`src/rtl/flash_seq_pkg.sv`:
```
// Shared types and width helpers for the flash command sequencer.
package flash_seq_pkg;

    typedef enum logic [1:0] {
        OpRead    = 2'd0,
        OpProg    = 2'd1,
        OpPgErase = 2'd2,
        OpBkErase = 2'd3
    } cmd_op_e;

    typedef enum logic [2:0] {
        StIdle,
        StWdata,
        StIssue,
        StRpush,
        StFin
    } state_e;

    function automatic int word_w(input int words_per_page);
        return $clog2(words_per_page);
    endfunction

    function automatic int addr_w(input int pages_per_bank, input int words_per_page);
        return $clog2(pages_per_bank) + $clog2(words_per_page);
    endfunction

endpackage

```
`src/rtl/flash_cmd_seq.sv`:
```
// Splits read/program/erase commands into single-word flash operations and
// streams program data in and read data out over valid/ready.
module flash_cmd_seq
    import flash_seq_pkg::*;
#(
    parameter int PagesPerBank = 256,
    parameter int WordsPerPage = 256,
    parameter int DataWidth    = 32,
    localparam int WordW       = word_w(WordsPerPage),
    localparam int AddrW       = addr_w(PagesPerBank, WordsPerPage)
) (
    input  logic                 clk_i,
    input  logic                 rst_ni,
    input  logic                 cmd_valid_i,
    output logic                 cmd_ready_o,
    input  logic [1:0]           cmd_op_i,
    input  logic [AddrW-1:0]     cmd_addr_i,
    input  logic [AddrW-1:0]     cmd_len_i,
    input  logic                 wdata_valid_i,
    output logic                 wdata_ready_o,
    input  logic [DataWidth-1:0] wdata_i,
    output logic                 rdata_valid_o,
    input  logic                 rdata_ready_i,
    output logic [DataWidth-1:0] rdata_o,
    output logic                 busy_o,
    output logic                 done_o,
    output logic                 err_o,
    output logic                 flash_req_o,
    output logic                 flash_rd_o,
    output logic                 flash_prog_o,
    output logic                 flash_pg_erase_o,
    output logic                 flash_bk_erase_o,
    output logic [AddrW-1:0]     flash_addr_o,
    output logic [DataWidth-1:0] flash_prog_data_o,
    input  logic                 flash_rd_done_i,
    input  logic                 flash_prog_done_i,
    input  logic                 flash_erase_done_i,
    input  logic [DataWidth-1:0] flash_rd_data_i,
    input  logic                 flash_init_busy_i
);

    localparam int            WordsPerBank = PagesPerBank * WordsPerPage;
    localparam logic [AddrW:0] LastWord    = (AddrW+1)'(WordsPerBank - 1);

    state_e                 r_state, w_state_next;
    cmd_op_e                r_op, w_op_next;
    logic [AddrW-1:0]       r_addr, w_addr_next;
    logic [AddrW-1:0]       r_rem, w_rem_next;
    logic                   r_err, w_err_next;
    logic                   r_alive;
    logic [DataWidth-1:0]   r_prog_data, w_prog_data_next;
    logic [DataWidth-1:0]   r_rdata, w_rdata_next;

    logic [AddrW:0]         w_end_addr;
    logic                   w_range_err;
    logic                   w_complete;
    logic                   w_cmd_ready;
    logic                   w_last;
    logic [AddrW-1:0]       w_addr_inc;

    assign w_end_addr  = {1'b0, cmd_addr_i} + {1'b0, cmd_len_i};
    assign w_range_err = (cmd_op_i == OpRead || cmd_op_i == OpProg) && (w_end_addr > LastWord);
    assign w_last      = (r_rem == '0);
    assign w_addr_inc  = r_addr + AddrW'(1);
    // r_alive keeps ready low while in reset so every output reads 0 there.
    assign w_cmd_ready = (r_state == StIdle) && r_alive && !flash_init_busy_i;

    always_comb begin
        unique case (r_op)
            OpRead:  w_complete = flash_rd_done_i;
            OpProg:  w_complete = flash_prog_done_i;
            default: w_complete = flash_erase_done_i;
        endcase
    end

    always_ff @(posedge clk_i or negedge rst_ni) begin
        if (!rst_ni) begin
            r_state <= StIdle;
        end else begin
            r_state <= w_state_next;
        end
    end

    always_comb begin
        w_state_next     = r_state;
        w_op_next        = r_op;
        w_addr_next      = r_addr;
        w_rem_next       = r_rem;
        w_err_next       = r_err;
        w_prog_data_next = r_prog_data;
        w_rdata_next     = r_rdata;
        unique case (r_state)
            StIdle: begin
                if (cmd_valid_i && w_cmd_ready) begin
                    w_op_next   = cmd_op_e'(cmd_op_i);
                    w_addr_next = cmd_addr_i;
                    w_rem_next  = cmd_len_i;
                    w_err_next  = w_range_err;
                    if (w_range_err)             w_state_next = StFin;
                    else if (cmd_op_i == OpProg) w_state_next = StWdata;
                    else                         w_state_next = StIssue;
                end
            end
            StWdata: begin
                if (wdata_valid_i) begin
                    w_prog_data_next = wdata_i;
                    w_state_next     = StIssue;
                end
            end
            StIssue: begin
                if (w_complete) begin
                    unique case (r_op)
                        OpRead: begin
                            w_rdata_next = flash_rd_data_i;
                            w_state_next = StRpush;
                        end
                        OpProg: begin
                            if (w_last) begin
                                w_state_next = StFin;
                            end else begin
                                w_rem_next   = r_rem - AddrW'(1);
                                w_addr_next  = w_addr_inc;
                                w_state_next = StWdata;
                            end
                        end
                        default: w_state_next = StFin;
                    endcase
                end
            end
            StRpush: begin
                if (rdata_ready_i) begin
                    if (w_last) begin
                        w_state_next = StFin;
                    end else begin
                        w_rem_next   = r_rem - AddrW'(1);
                        w_addr_next  = w_addr_inc;
                        w_state_next = StIssue;
                    end
                end
            end
            StFin:   w_state_next = StIdle;
            default: w_state_next = StIdle;
        endcase
    end

    always_ff @(posedge clk_i or negedge rst_ni) begin
        if (!rst_ni) begin
            r_op        <= OpRead;
            r_addr      <= '0;
            r_rem       <= '0;
            r_err       <= 1'b0;
            r_alive     <= 1'b0;
            r_prog_data <= '0;
            r_rdata     <= '0;
        end else begin
            r_op        <= w_op_next;
            r_addr      <= w_addr_next;
            r_rem       <= w_rem_next;
            r_err       <= w_err_next;
            r_alive     <= 1'b1;
            r_prog_data <= w_prog_data_next;
            r_rdata     <= w_rdata_next;
        end
    end

    // Flash-side outputs decode registered state only, so done inputs never loop back into req.
    always_comb begin
        flash_addr_o = '0;
        if (r_state == StIssue) begin
            unique case (r_op)
                OpRead, OpProg: flash_addr_o = r_addr;
                OpPgErase:      flash_addr_o = {r_addr[AddrW-1:WordW], {WordW{1'b0}}};
                default:        flash_addr_o = '0;
            endcase
        end
    end

    assign cmd_ready_o       = w_cmd_ready;
    assign wdata_ready_o     = (r_state == StWdata);
    assign rdata_valid_o     = (r_state == StRpush);
    assign rdata_o           = r_rdata;
    assign busy_o            = (r_state != StIdle);
    assign done_o            = (r_state == StFin);
    assign err_o             = (r_state == StFin) && r_err;
    assign flash_req_o       = (r_state == StIssue);
    assign flash_rd_o        = (r_state == StIssue) && (r_op == OpRead);
    assign flash_prog_o      = (r_state == StIssue) && (r_op == OpProg);
    assign flash_pg_erase_o  = (r_state == StIssue) && (r_op == OpPgErase);
    assign flash_bk_erase_o  = (r_state == StIssue) && (r_op == OpBkErase);
    assign flash_prog_data_o = r_prog_data;

endmodule

```
`config.mk`:
```
export PLATFORM = sky130hd
export DESIGN_NAME = flash_cmd_seq
export DESIGN_NICKNAME = d
export VERILOG_FILES = /design/src/rtl/flash_seq_pkg.sv /design/src/rtl/flash_cmd_seq.sv
export SDC_FILE = /design/constraint.sdc
export NUM_CORES = 1
export LEC_CHECK = 0
export CAP_MARGIN = 40
export CORE_MARGIN = 2
export CORE_UTILIZATION = 50
export DETAILED_ROUTE_END_ITERATION = 6
export DONT_BUFFER_PORTS = 1
export GPL_ROUTABILITY_DRIVEN = 0
export MAX_ROUTING_LAYER = met4
export REMOVE_ABC_BUFFERS = 1
export SLEW_MARGIN = 20
export SYNTH_ARGS = -nofsm -noshare
export SYNTH_HDL_FRONTEND = slang
export SYNTH_SLANG_ARGS = --single-unit
```
`constraint.sdc`:
```
create_clock -name clk_i -period 3.2 [get_ports clk_i]
set_input_delay 0.64 -clock clk_i [delete_from_list [all_inputs] [get_ports clk_i]]
set_output_delay 0.64 -clock clk_i [all_outputs]
set_load 0.02 [all_outputs]
```
==> qor.txt, run 1 <==
fillers: 986
min-delay worst type: input port to async pin
Initial Util: 51.0%
most frequent cells in the layout: dfrtp_1, mux2_2, nand2_1, a21oi_1, o21ai_0
crit-path leading delay family: simple AND/OR/NAND/NOR gates
# rows: 38
most common cell after layout, fill and taps aside: dfrtp_1
Static Leakage: 2.39 nW
final HPWL from detailed placement: 10200 um
die width: 109 um
post-synthesis cell count: 515
Clock Tree Root: clkbuf_8
vias post-DR: 4059
initial drt markers: 343
Reg2Reg Depth: 6
nets@finish: 632
share of cells above drive strength 1: 23.8%
TritonRoute pass-1 iters: 5
DRC violation count after routing: 0
Core Region: 10800 um2
DR vias/cell: 6.23
crit path cell chain: or2_2 -> nor2_1 -> and2_1
final setup TNS: 0 ns
CP max stage cell: dfrtp_1
CP endpoint kind: primary output
Final WS setup: 0.347 ns
initial antenna violation count: 0
Final Critical Period: 2.85 ns
first-pass GRT wire length: 20800 um
gr ovfl total: 0
Overall Global Routing Usage: 23.7%
Netlist cell types: 63
worst r2r src: r_state[1]$_DFFE_PN0P_
final hold vios: 0
Fmax: 0.350 GHz
CP bufs+invs: 0
Setup violations, final: 0
WL final: 13900 um
Critical Path AT: 2.21 ns
Die Span Y: 109 um
number of global-route vias before repair: 3858
post-synthesis sequential area ratio: 46.9%
I/O pin count: 198
clk slew on worst S/H paths: 0.11 ns
WHS: 0.181 ns
Synth Cell Area: 5500 um2
RSZ-0062 raised after global routing: false
CTS tree: built
H-Tree Level Count: 3
CTS Buf Count: 9
PostCTS Resize Cnt: 0
Rel. slew slack: 54.1%
PortBufs: 0
Crit Path Max Fanout: 17
VDD IR-drop max: 0.000451 V
syn avg cell area: 10.7 um2
antenna cells: 0
clk_skew: 0.0160 ns
Synth Warn #: 0
PwrDens: 1070 nW/um2
worst path required time: 2.56 ns
flop2flop setup slack: 0.72 ns
die area: 11900 um2
outcome: completed
clk sinks: 103
Crit Path Category: flip-flop to primary output
Area Growth Syn to Fin: 5.87%
asr flop ratio synth: 100%
Synth Flop Type: dfrtp_1
CP max stage delay: 0.56 ns
Setup WS pre-CTS: 0.613 ns
Synth Register Bits: 103
worst-skew pair later-pin latency: 0.37 ns
Clock Path Buffers: 2
Detail Route Antenna Nets: 0
largest net degree at the start of global routing: 104
startpoint types: flip-flop
worst reg2reg endpoint: r_rem[6]$_DFFE_PN0P_
Final Max Tran Viols: 0
Final Cycle Share: 89.2%
WL/cell: 21.3 um
Post-synth EDFFs: 0
max cap viols: 0
Slew @ Worst Pin: 0.686 ns
==> layer usage <==
| metal | part of all wire, % | GRT usage (%) |
|---|---|---|
| met4 | 2.2 | 9.25 |
| met1 | 41 | 29.1 |
| met3 | 7.7 | 5.56 |
| met2 | 49 | 37.8 |
| met5 | 0 | - |
==> state kept, by name, summed over array words and instances (netlist names) <==
register and flops:
r_addr 16, r_op 2, r_rem 16, rdata_o 32, flash_prog_data_o 32, r_err 1, r_alive 1, r_state 3
==> synthesized netlist by cell type, types with 2 or more instances <==
cell         n  area (um2)
a22oi_1      2        15.0
o21ai_0     26         130
o2bb2ai_1    3        26.3
nor2_1      20        75.1
a31o_2       3        26.3
and2_1      23         144
or4_2        2        17.5
nor3_1       6        30.0
mux2_2      65         732
buf_2       13        65.1
nor2b_1      4        25.0
a31oi_1     16         100
nand3_1     13        65.1
o22ai_1     13        81.3
a41o_1       2        20.0
a2bb2oi_1    2        17.5
nor4_2       2        25.0
o211ai_1     2        15.0
o31ai_1      6        45.0
nand4_1      6        37.5
nor4b_1      2        17.5
nand2_1     38         143
and3_1       4        25.0
clkbuf_1    14        52.6
a21oi_2     10        87.6
nand2b_1     7        43.8
nor3b_1      2        15.0
ha_1        17         213
mux2_1       2        22.5
buf_4        4        30.0
a21oi_1     33         165
inv_1        8        30.0
dfrtp_1    103        2580
nor4_1       3        18.8
a211oi_1     4        30.0
buf_6        3        33.8
nand4b_1     2        17.5
and4_1       4        35.0
o41ai_1      2        17.5
==> where the power goes <==
group / internal, mW / switching [mW]
clock: 0.307 / 0.503
sequential: 1.93 / 1.12
combinational: 1.01 / 1.34
total: 3.25 / 2.96
==> cell families (layout without fill, tap and decap cells) <==
logic type | Yosys count | in the layout | synth area share [%]
and+or+nand+nor | 145 | 145 | 14.5
AOI/OAI and AO/OA | 137 | 137 | 16.5
DFF | 103 | 103 | 46.9
muxes | 68 | 68 | 13.9
buffers and inverters | 43 | 40 | 3.91
adders and majority gates | 18 | 18 | 4.23
other | 1 | 1 | 0.0682
==> final cells by class <==
type,instances,area (um2),area share [%]
multi-input combinational,369,2720,46.6
sequential,103,2580,44.3
tap,140,175,3.01
timing repair buffer,16,140,2.41
clock buffer,10,128,2.19
clock inverter,6,57.6,0.988
inverter,8,30.0,0.516
==> worst reg2reg max path: cells and delay by family (launching register included) <==
kind	cells	cell delay [ns]
buffers and inverters	2	0.70
flip-flops	1	0.57
AND/OR/NAND/NOR	3	0.86
AO/OA/AOI/OAI	1	0.26
==> through the flow <==
step	utilization (%)	cell area (um2)	total power [mW]	cells
floorplan	-	5320	4.69	480
global placement	52.0	5610	5.30	635
detailed placement	52.0	5610	5.40	635
CTS	54.0	5820	6.24	652
global route	54.0	5820	6.62	652
finish	54.0	5820	6.21	652
==> repair_timing <==
action / CTS / global route
hold endpoints to repair: 103 / 0
setup buffers: 0 / 0
hold buffers: 1 / 0
==> worst max-delay path by stage <==
stage / startpoint / to / slack, ns / cells after the start
global route: r_state[0]$_DFFE_PN0P_ / flash_prog_o / 0.20 / 3
finish: r_state[0]$_DFFE_PN0P_ / flash_prog_o / 0.35 / 3
detailed placement: cmd_addr_i[0] / r_state[0]$_DFFE_PN0P_ / 0.61 / 9
floorplan: r_state[1]$_DFFE_PN0P_ / r_rem[6]$_DFFE_PN0P_ / -1.17 / 5
CTS: r_state[0]$_DFFE_PN0P_ / flash_prog_o / 0.34 / 3
global placement: cmd_addr_i[0] / r_state[0]$_DFFE_PN0P_ / 0.62 / 9
(Power assumes the default switching activity.)
==> run 2: changes to the inputs <==
Settings changed: SLEW_MARGIN 20 to unset.
==> results of run 2 <==
The final DEF is identical to that of run 1; final timing and power are the same.
==> run 3: changes to the inputs <==
Settings changed: ABC_CLOCK_PERIOD_IN_PS set to 3200, CAP_MARGIN 40 to 20.
==> results of run 3 <==
The final DEF is identical to that of run 1; final timing and power are the same.
